`config.mk`:
```
export PLATFORM = sky130hd
export DESIGN_NAME = game_genie_loader_flat
export DESIGN_NICKNAME = d
export VERILOG_FILES = /design/src/rtl/game_genie_loader_if.sv /design/src/rtl/game_genie_loader.sv /design/src/flat_wrapper.sv
export SDC_FILE = /design/constraint.sdc
export NUM_CORES = 1
export LEC_CHECK = 0
export BUFFER_PORTS_ARGS = -buffer_cell sky130_fd_sc_hd__buf_2
export CELL_PAD_IN_SITES_DETAIL_PLACEMENT = 0
export CELL_PAD_IN_SITES_GLOBAL_PLACEMENT = 1
export CORE_MARGIN = 2
export CORE_UTILIZATION = 30
export DETAILED_ROUTE_END_ITERATION = 10
export GPL_TIMING_DRIVEN = 0
export MAX_ROUTING_LAYER = met4
export PLACE_DENSITY_LB_ADDON = 0.1
export SETUP_SLACK_MARGIN = 0.1
export SLEW_MARGIN = 20
export SYNTH_ARGS = -nofsm -noshare
export SYNTH_HDL_FRONTEND = slang
export SYNTH_SLANG_ARGS = --single-unit
export TNS_END_PERCENT = 50
```
`constraint.sdc`:
```
create_clock -name i_clk -period 4.2 [get_ports i_clk]
set_input_delay 0.42 -clock i_clk [delete_from_list [all_inputs] [get_ports i_clk]]
set_output_delay 0.42 -clock i_clk [all_outputs]
set_load 0.01 [all_outputs]
```
`src/rtl/game_genie_loader_if.sv`:
```
// Wishbone pipelined bus bundle between the cheat loader and the cheat table.
interface game_genie_loader_if;
  logic         o_wb_cyc;
  logic         o_wb_stb;
  logic         o_wb_we;
  logic [1:0]   o_wb_addr;
  logic [128:0] o_wb_odata;
  logic         i_wb_ack;
  logic         i_wb_stall;
  logic         i_wb_err;

  modport master (
    output o_wb_cyc, o_wb_stb, o_wb_we, o_wb_addr, o_wb_odata,
    input  i_wb_ack, i_wb_stall, i_wb_err
  );

  modport slave (
    input  o_wb_cyc, o_wb_stb, o_wb_we, o_wb_addr, o_wb_odata,
    output i_wb_ack, i_wb_stall, i_wb_err
  );
endinterface

```
`src/rtl/game_genie_loader.sv`:
```
// Game Genie code loader: collects ASCII cheat letters, decodes a 6 or 8
// letter code into address/replace/compare, and writes it into one of four
// cheat slots with a single Wishbone pipelined write.
module game_genie_loader #(
  parameter int TIMEOUT = 16
) (
  input  logic               i_clk,
  input  logic               i_reset_n,
  input  logic               i_char_valid,
  input  logic [7:0]         i_char,
  output logic               o_char_ready,
  input  logic               i_clear,
  output logic               o_done,
  output logic               o_error,
  output logic               o_cheats_loaded,
  game_genie_loader_if.master wb
);

  localparam int TW = $clog2(TIMEOUT) + 1;

  typedef enum logic [1:0] {COLLECT, DECODE, REQ, WAIT} state_t;

  state_t         state, state_next;
  logic [3:0]     nib [8];
  logic [3:0]     count;
  logic           bad;
  logic [1:0]     slot;
  logic [TW-1:0]  timer;
  logic [128:0]   odata_q;
  logic [128:0]   packed_word;

  logic [7:0]     upper;
  logic           is_letter;
  logic           is_term;
  logic [3:0]     letter_nib;

  logic           code_ok;
  logic           code_bad;
  logic           wb_done;
  logic           wb_fail;

  logic [3:0]     n_last;
  logic           dec_en;
  logic [15:0]    dec_addr;
  logic [7:0]     dec_rep;
  logic [7:0]     dec_cmp;

  // Fold lower case onto upper case and map the sixteen code letters to nibbles
  always_comb begin
    upper = i_char;
    if (i_char >= 8'h61 && i_char <= 8'h7a) upper = i_char - 8'h20;
    is_term    = (i_char == 8'h0a) || (i_char == 8'h0d);
    is_letter  = 1'b1;
    letter_nib = 4'd0;
    case (upper)
      "A": letter_nib = 4'd0;
      "P": letter_nib = 4'd1;
      "Z": letter_nib = 4'd2;
      "L": letter_nib = 4'd3;
      "G": letter_nib = 4'd4;
      "I": letter_nib = 4'd5;
      "T": letter_nib = 4'd6;
      "Y": letter_nib = 4'd7;
      "E": letter_nib = 4'd8;
      "O": letter_nib = 4'd9;
      "X": letter_nib = 4'd10;
      "U": letter_nib = 4'd11;
      "K": letter_nib = 4'd12;
      "S": letter_nib = 4'd13;
      "V": letter_nib = 4'd14;
      "N": letter_nib = 4'd15;
      default: is_letter = 1'b0;
    endcase
  end

  // Unscramble the stored nibbles into the bus word for the current slot
  always_comb begin
    dec_en   = (count == 4'd8);
    n_last   = dec_en ? nib[7] : nib[5];
    dec_addr = {1'b1, nib[3][2:0], nib[4][3], nib[5][2:0],
                nib[1][3], nib[2][2:0], nib[3][3], nib[4][2:0]};
    dec_rep  = {nib[0][3], nib[1][2:0], n_last[3], nib[0][2:0]};
    dec_cmp  = dec_en ? {nib[6][3], nib[7][2:0], nib[5][3], nib[6][2:0]} : 8'h00;
    packed_word           = '0;
    packed_word[111:104]  = {6'd0, slot} + 8'd1;
    packed_word[96]       = dec_en;
    packed_word[79:64]    = dec_addr;
    packed_word[39:32]    = dec_cmp;
    packed_word[7:0]      = dec_rep;
  end

  // State register
  always_ff @(posedge i_clk or negedge i_reset_n) begin
    if (!i_reset_n) state <= COLLECT;
    else            state <= state_next;
  end

  // Next state, bus controls and completion events
  always_comb begin
    state_next     = state;
    o_char_ready   = 1'b0;
    wb.o_wb_cyc    = 1'b0;
    wb.o_wb_stb    = 1'b0;
    code_ok        = 1'b0;
    code_bad       = 1'b0;
    wb_done        = 1'b0;
    wb_fail        = 1'b0;
    case (state)
      COLLECT: begin
        o_char_ready = 1'b1;
        if (i_char_valid && is_term && count != 4'd0) begin
          if ((count == 4'd6 || count == 4'd8) && !bad) begin
            code_ok    = 1'b1;
            state_next = DECODE;
          end else begin
            code_bad = 1'b1;
          end
        end
      end
      DECODE: state_next = REQ;
      REQ: begin
        wb.o_wb_cyc = 1'b1;
        wb.o_wb_stb = 1'b1;
        if (!wb.i_wb_stall) begin
          if (wb.i_wb_err) begin
            wb_fail    = 1'b1;
            state_next = COLLECT;
          end else if (wb.i_wb_ack) begin
            wb_done    = 1'b1;
            state_next = COLLECT;
          end else begin
            state_next = WAIT;
          end
        end
      end
      WAIT: begin
        wb.o_wb_cyc = 1'b1;
        if (wb.i_wb_err) begin
          wb_fail    = 1'b1;
          state_next = COLLECT;
        end else if (wb.i_wb_ack) begin
          wb_done    = 1'b1;
          state_next = COLLECT;
        end else if (timer == TW'(TIMEOUT - 1)) begin
          wb_fail    = 1'b1;
          state_next = COLLECT;
        end
      end
      default: state_next = COLLECT;
    endcase
    wb.o_wb_we   = wb.o_wb_cyc;
    wb.o_wb_addr = wb.o_wb_cyc ? 2'h1 : 2'h0;
  end

  assign wb.o_wb_odata = odata_q;

  // Letter buffer, slot bookkeeping, response timer and result pulses
  always_ff @(posedge i_clk or negedge i_reset_n) begin
    if (!i_reset_n) begin
      for (int i = 0; i < 8; i++) nib[i] <= 4'd0;
      count           <= 4'd0;
      bad             <= 1'b0;
      slot            <= 2'd0;
      timer           <= '0;
      odata_q         <= '0;
      o_done          <= 1'b0;
      o_error         <= 1'b0;
      o_cheats_loaded <= 1'b0;
    end else begin
      o_done  <= wb_done;
      o_error <= wb_fail || code_bad;
      timer   <= (state == WAIT) ? timer + TW'(1) : '0;

      if (state == COLLECT && i_char_valid) begin
        if (is_term) begin
          if (!code_ok) begin
            count <= 4'd0;
            bad   <= 1'b0;
          end
        end else if (is_letter) begin
          if (count == 4'd8) begin
            bad <= 1'b1;
          end else begin
            nib[count[2:0]] <= letter_nib;
            count           <= count + 4'd1;
          end
        end else begin
          bad <= 1'b1;
        end
      end

      if (state == DECODE) begin
        odata_q <= packed_word;
        count   <= 4'd0;
        bad     <= 1'b0;
      end

      if (wb_done) begin
        slot            <= (i_clear ? 2'd0 : slot) + 2'd1;
        o_cheats_loaded <= 1'b1;
      end else if (i_clear) begin
        slot            <= 2'd0;
        o_cheats_loaded <= 1'b0;
      end
    end
  end

endmodule

```
`src/flat_wrapper.sv`:
```
// flat-port wrapper written by rule: the top's interface ports become plain ports
module game_genie_loader_flat 
#(
  parameter int TIMEOUT = 16
)
  (i_clk, i_reset_n, i_char_valid, i_char, o_char_ready, i_clear, o_done, o_error, o_cheats_loaded, wb_o_wb_cyc, wb_o_wb_stb, wb_o_wb_we, wb_o_wb_addr, wb_o_wb_odata, wb_i_wb_ack, wb_i_wb_stall, wb_i_wb_err);
  game_genie_loader_if wb_i ();
  input  logic i_clk;
  input  logic i_reset_n;
  input  logic i_char_valid;
  input  logic [7:0] i_char;
  output logic o_char_ready;
  input  logic i_clear;
  output logic o_done;
  output logic o_error;
  output logic o_cheats_loaded;
  output wire logic [$bits(wb_i.o_wb_cyc)-1:0] wb_o_wb_cyc;
  output wire logic [$bits(wb_i.o_wb_stb)-1:0] wb_o_wb_stb;
  output wire logic [$bits(wb_i.o_wb_we)-1:0] wb_o_wb_we;
  output wire logic [$bits(wb_i.o_wb_addr)-1:0] wb_o_wb_addr;
  output wire logic [$bits(wb_i.o_wb_odata)-1:0] wb_o_wb_odata;
  input wire logic [$bits(wb_i.i_wb_ack)-1:0] wb_i_wb_ack;
  input wire logic [$bits(wb_i.i_wb_stall)-1:0] wb_i_wb_stall;
  input wire logic [$bits(wb_i.i_wb_err)-1:0] wb_i_wb_err;
  assign wb_o_wb_cyc = wb_i.o_wb_cyc;
  assign wb_o_wb_stb = wb_i.o_wb_stb;
  assign wb_o_wb_we = wb_i.o_wb_we;
  assign wb_o_wb_addr = wb_i.o_wb_addr;
  assign wb_o_wb_odata = wb_i.o_wb_odata;
  assign wb_i.i_wb_ack = wb_i_wb_ack;
  assign wb_i.i_wb_stall = wb_i_wb_stall;
  assign wb_i.i_wb_err = wb_i_wb_err;
  game_genie_loader #(.TIMEOUT(TIMEOUT)) u_core (.i_clk(i_clk), .i_reset_n(i_reset_n), .i_char_valid(i_char_valid), .i_char(i_char), .o_char_ready(o_char_ready), .i_clear(i_clear), .o_done(o_done), .o_error(o_error), .o_cheats_loaded(o_cheats_loaded), .wb(wb_i));
endmodule
```
# ---- After elaboration in Yosys (flattened, before gate mapping)
# Cells that the tools add are included.
dict set report op_classes {
  n_addsub 5
  n_mul 0
  div 0
  magnitude_cmp 4
  eq_ne 31
  shifts 0
  mux 54
  bitwise_logic 3
  n_reduce_logical 21
}
# op n
set ops {}
lappend ops {{== test 8 x 7 -> 1 bit, second input constant} 16}
lappend ops {{case mux 4 bit (15 select lines)} 1}
lappend ops {{bitwise mux 32 bit} 1}
lappend ops {{two-way mux 4 bit} 8}
lappend ops {{two-way mux 1 bit} 27}
lappend ops {{two-way mux 2 bit} 10}
lappend ops {{== test 8 x 4 -> 1 bit, second input constant} 2}
lappend ops {{two-way mux 8 bit} 2}
lappend ops {{OR reduction 16 bit} 1}
lappend ops {{demux 4 bit (select 3 bit)} 1}
lappend ops {{AND reduction 4 bit} 3}
lappend ops {{greater-or-equal comparator 8 x 7 -> 1 bit, second input constant} 1}
lappend ops {{less-or-equal comparator 8 x 7 -> 1 bit, second input constant} 1}
lappend ops {{case mux 2 bit (4 select lines)} 1}
lappend ops {{subtractor 8 x 6 -> 8 bit, second input constant} 1}
lappend ops {{logical AND 1 bit} 6}
lappend ops {{adder 5 x 1 -> 5 bit, second input constant} 1}
lappend ops {{== test 5 x 4 -> 1 bit, second input constant} 1}
lappend ops {{two-way mux 5 bit} 1}
lappend ops {{adder 4 x 1 -> 4 bit, second input constant} 1}
lappend ops {{== test 2 bit, second input constant} 2}
lappend ops {{== test 4 x 3 -> 1 bit, second input constant} 1}
lappend ops {{== test 4 bit, second input constant} 1}
lappend ops {{greater-or-equal comparator 4 bit, second input constant} 1}
lappend ops {{other kinds (21)} 27}
dict set report word_totals {
  ff_bits 90
  latchBits 0
  ram_bits 0
  mem_bits_ro 0
  output_inout_bits 138
  wordCells 135
  mem_count 0
}

# ---- Longest topological paths before layout
dict set report depth {
  depth_word 10
  mapped_depth 9
  mapped_depth_nobuf 8
}

# ---- Worst setup path after synthesis
# No wires, ideal clock.
dict set report synth_timing {
  kind {input to register}
  startpoint {input i_char[5]}
  endpoint {register u_core.nib (netlist bit u_core.dec_addr[12])}
  t_arrival_ns 2.255
  setup_slack_ns 1.819
  path_stages 9
  path_cell_list {inv_1 ha_1 o21ai_0 and3_1 and4b_4 nand3_4 or4_1 buf_2 mux2_4}
}
dict set report synth_via {
  elab_chain_cells 7
  elab_cells_between_ends 30
}
# item line_no
set synth_lines {}
lappend synth_lines {{start: declaration} flat_wrapper.sv:11} ;# input logic [7:0] i_char;
lappend synth_lines {{greater-or-equal comparator 8 x 7 -> 1 bit or less-or-equal comparator 8 x 7 -> 1 bit (tied branches)} game_genie_loader.sv:51} ;# if (i_char >= 8'h61 && i_char <= 8'h7a) upper = i_char - 8'h20;
lappend synth_lines {{logical AND 1 bit} game_genie_loader.sv:51}
lappend synth_lines {{two-way mux 8 bit} game_genie_loader.sv:51}
lappend synth_lines {{== test 8 x 7 -> 1 bit} game_genie_loader.sv:55} ;# case (upper)
lappend synth_lines {{OR reduction 16 bit (no source line)} n/a}
lappend synth_lines {{two-way mux 1 bit} game_genie_loader.sv:55}
lappend synth_lines {{AND reduction 4 bit (no source line)} n/a}
lappend synth_lines {{end signal: indexed assignment} game_genie_loader.sv:184} ;# nib[count[2:0]] <= letter_nib;
lappend synth_lines {{end: declaration} game_genie_loader.sv:24} ;# logic [3:0] nib [8];
# Parallel ways exist; a longest one is shown, timed or not.
# A chain may end at the register's enable or synchronous reset.

# ---- Worst setup path after layout
dict set report layout_timing {
  startpoint {register u_core.count[0]}
  endpoint {register u_core.nib (netlist bit u_core.dec_addr[3])}
}
dict set report layout_via {
  elab_chain_cells 6
  elab_cells_between_ends 10
}
# item line_no
set layout_lines {}
lappend layout_lines {{start: declaration} game_genie_loader.sv:25} ;# logic [3:0] count;
lappend layout_lines {{start signal: assignment} game_genie_loader.sv:185} ;# count <= count + 4'd1;
lappend layout_lines {{NOT 3 -> 4 bit (implied by the code)} game_genie_loader.sv:184}
lappend layout_lines {{greater-or-equal comparator 4 bit (implied by the code) or less-than comparator 4 x 1 -> 1 bit (tied branches)} game_genie_loader.sv:184}
lappend layout_lines {{logical AND 1 bit (implied by the code)} game_genie_loader.sv:184}
lappend layout_lines {{two-way mux 4 bit (implied by the code)} game_genie_loader.sv:184}
lappend layout_lines {{demux 4 bit (select 3 bit)} game_genie_loader.sv:184}
lappend layout_lines {{bitwise mux 32 bit} game_genie_loader.sv:184}
# Parallel ways exist; a longest one is shown, timed or not.

==> results.sh <==
export IMPL_clk_insertion_delay_late_ns=0.33
export IMPL_syn_inst=480
export IMPL_overflow=0
export IMPL_avgSynthCellArea_um2=9.736
export IMPL_viasPerCell=4.075
export IMPL_cap_violations=0
export IMPL_setup_violations=0
export IMPL_rsz0062_at_grt="false"
export IMPL_ios=153
export IMPL_leakagePower_nw=3.320
export IMPL_crit_type="reg -> reg"
export IMPL_die_h_um=128.8
export IMPL_die_width_um=128.8
export IMPL_grt_pass1_vias=2995
export IMPL_fin_area_um2=5892
export IMPL_fmax_ghz=0.3775
export IMPL_ys_flop_type="dfrtp_1"
export IMPL_post_cts_resized=0
export IMPL_power_per_cell_area_nw_per_um2=334.7
export IMPL_drive_gt1_share_pct=32.30
export IMPL_critPathLaunchType="flip-flop"
export IMPL_ys_ff_latch=84
export IMPL_holdWs_ns=0.1219
export IMPL_p_int_mw=1.489
export IMPL_async_flop_share_pct=100.0
export IMPL_fin_ws_ns=1.551
export IMPL_fin_worst_skew_ns=0.004828
export IMPL_cp_max_fo=8
export IMPL_outcome="finished, final reports clean"
export IMPL_initial_core_util_pct=30.74
export IMPL_synthAdderAreaFrac_pct=1.874
export IMPL_portBuffers=57
export IMPL_maxSlewHeadroom_pct=26.57
export IMPL_power_switching_uw=482.4
export IMPL_ff2ff_path_depth=9
export IMPL_finalMaxSlewViolations=0
export IMPL_drt_iter0_markers=147
export IMPL_drc_errors=0
export IMPL_p_clk_share_pct=43.1
export IMPL_numCtsBuffers=9
export IMPL_cts_hold_buf=0
export IMPL_arrival_ns=2.87
export IMPL_synth_distinct_cells=54
export IMPL_comb_power_share_pct=13.3
export IMPL_dp_slack_ns=1.428
export IMPL_synth_compound_area_share_pct=6.961
export IMPL_required_ns=4.42
export IMPL_drt_antenna_violating_nets=0
export IMPL_synth_area_um2=4673
export IMPL_vdd_drop_max_uv=147.0
export IMPL_wl_per_cell_um=11.60
export IMPL_tightest_slew_ns=1.093
export IMPL_routed_via_count=3403
export IMPL_yosysSeqAreaShare_pct=44.98
export IMPL_clkTransAtPathRegs_ns=0.06
export IMPL_final_hold_viol_count=0
export IMPL_place_congestion=0.7855
export IMPL_pwr_share_seq_pct=43.6
export IMPL_finalPower_mw=1.972
export IMPL_synth_xor_area_share_pct=1.499
export IMPL_core_um2=15200
export IMPL_synth_edf_count=0
export IMPL_area_growth_pct=26.08
export IMPL_sw_frac_of_total_pct=24.46
export IMPL_antenna_found_initial=0
export IMPL_fp_row_count=45
export IMPL_first_pass_iters=6
export IMPL_die_area_um2=16590
export IMPL_layout_nets=664
export IMPL_post_dp_cell_area_um2=5565
export IMPL_cts_setup_buffers=0
export IMPL_final_period_utilization_pct=63.08
export IMPL_dpl_hpwl_um=7382
export IMPL_cts_path_max_buffers=2
export IMPL_hp_class="in -> async"
export IMPL_grt_pass1_wl_um=15350
export IMPL_track_usage_pct=12.23
export IMPL_synth_top_family_by_area="buffers and inverters"
export IMPL_yosys_warnings=0
export IMPL_layout_min_cycle_time_ns=2.649
export IMPL_yosys_mux_area_fraction_pct=8.782
export IMPL_cts_sinks=84
export IMPL_drt_total_wl_um=9689
export IMPL_cts_root_buf="clkbuf_16"
export IMPL_synth_simple_area_share_pct=17.59
export IMPL_cts_tree="built"
export IMPL_grt_start_max_net_pins=52
export IMPL_end_kind="flip-flop"
export IMPL_htreeDepth=3
export IMPL_antenna_cells=0
export IMPL_tns_ns=0
==> stage by stage <==
stage | instances | utilization [%]
floorplan | 573 | -
global placement | 818 | 36.46
detailed placement | 819 | 36.61
CTS | 835 | 38.76
global route | 835 | 38.76
finish | 835 | 38.76
==> state kept, by name, indices dropped and copies added (netlist names) <==
register                cells
u_core.o_done               1
u_core.o_cheats_loaded      1
u_core.o_error              1
u_core.slot                 2
u_core.state                2
u_core.wb.o_wb_odata       36
u_core.nib                  9
u_core.dec_addr            15
u_core.bad                  1
u_core.dec_rep              7
u_core.timer                5
u_core.count                4
==> critical path, stage by stage (launching register included) <==
cell	delay (ns)
dfrtp_1	0.48
inv_1	0.16
ha_1	0.24
nand3b_1	0.16
and3_1	0.19
and4b_4	0.27
nand3_4	0.11
or4_1	0.44
buf_2	0.19
mux2_4	0.30
==> kinds of logic after synthesis <==
kind of cell / count (synthesis)
AOI/OAI and AO/OA: 49
xor gates and xnor gates: 8
adders and majority gates: 7
buffers and inverters: 127
DFF: 84
muxes: 34
other: 1
and+or+nand+nor: 170
==> path summary, 6_finish.rpt <==
check | from | endpoint | slack, ns
worst max-delay path | u_core.count[0]$_DFFE_PN0P_ | u_core.dec_addr[3]$_DFFE_PN0P_ | 1.55
worst min-delay path | i_reset_n | u_core.wb.o_wb_odata[6]$_DFFE_PN0P_ | 0.12
worst max register to register | u_core.count[0]$_DFFE_PN0P_ | u_core.dec_addr[3]$_DFFE_PN0P_ | 1.55
worst min register to register | u_core.timer[0]$_DFF_PN0_ | u_core.timer[0]$_DFF_PN0_ | 0.46
max in group asynchronous | i_reset_n | u_core.wb.o_wb_odata[105]$_DFFE_PN0P_ | 3.46
min in group i_clk | i_clear | u_core.slot[1]$_DFF_PN0_ | 0.26
==> cell usage after synthesis, drive strengths merged, types with 2 or more instances <==
cell	count	area, um2
a211o	2	17.52
a21oi	8	40.04
a31oi	6	43.79
and3	5	31.28
and4	2	17.52
buf	103	762.0
clkbuf	14	52.55
dfrtp	84	2102
ha	7	87.58
inv	10	37.53
mux2	32	390.4
mux2i	2	20.02
nand2	99	371.6
nand2b	7	43.79
nand3	5	37.54
nand3b	4	30.03
nand4	2	12.51
nor2	17	63.81
nor2b	7	43.79
nor3	4	20.02
nor3b	5	37.54
nor4	2	25.02
o21a	3	23.77
o21ai	18	90.09
or3	3	18.77
or4	3	22.52
xnor2	6	52.55
xor2	2	17.52
==> metal layers <==
metal  wire length (um)  global-route usage, %  vias to the layer above
met1               4344                  15.78                     1568
li1                   -                      -                     1736
met3                532                  2.328                        6
met4                 93                  4.795                        0
met5                  0                      -                        -
met2               4719                  19.02                       93
==> cells in the final DEF, fill, tap and decap left out, drive strengths merged, types with 2 or more instances in the layout <==
master  instances
nand2          99
or4             3
conb           94
buf           161
nor3            4
nand3b          4
bufinv          2
ha              7
and4            2
nor2b           7
nand3           5
clkbuf         24
mux2i           2
xor2            2
o21ai          18
nor2           17
or3             3
and3            5
nand2b          7
nor3b           5
a31oi           6
nor4            2
inv            10
a211o           2
clkinv          4
o21a            3
a21oi           8
xnor2           6
mux2           32
nand4           2
dfrtp          84
==> cell type report <==
class                   instances  area [um2]
fillers                      1550        9310
flip-flops and latches         84        2102
multi-input cells             362        2068
plain buffers                 117       814.5
repair buffers                 58       307.8
clock buffers                  10       239.0
well taps                     188       235.2
clock inverters                 6       87.58
inverters                      10       37.54
==> power by group through the flow <==
stage | clock, mW | sequential (mW) | combinational [mW]
6_report | 0.850 | 0.859 | 0.263
2_1_floorplan | 0 | 0.868 | 0.204
5_1_grt | 0.908 | 0.863 | 0.294
4_1_cts | 0.878 | 0.858 | 0.261
3_3_place_gp | 0 | 0.874 | 0.257
3_5_place_dp | 0 | 0.874 | 0.261
Note: power is estimated with default switching activity, not from simulation.
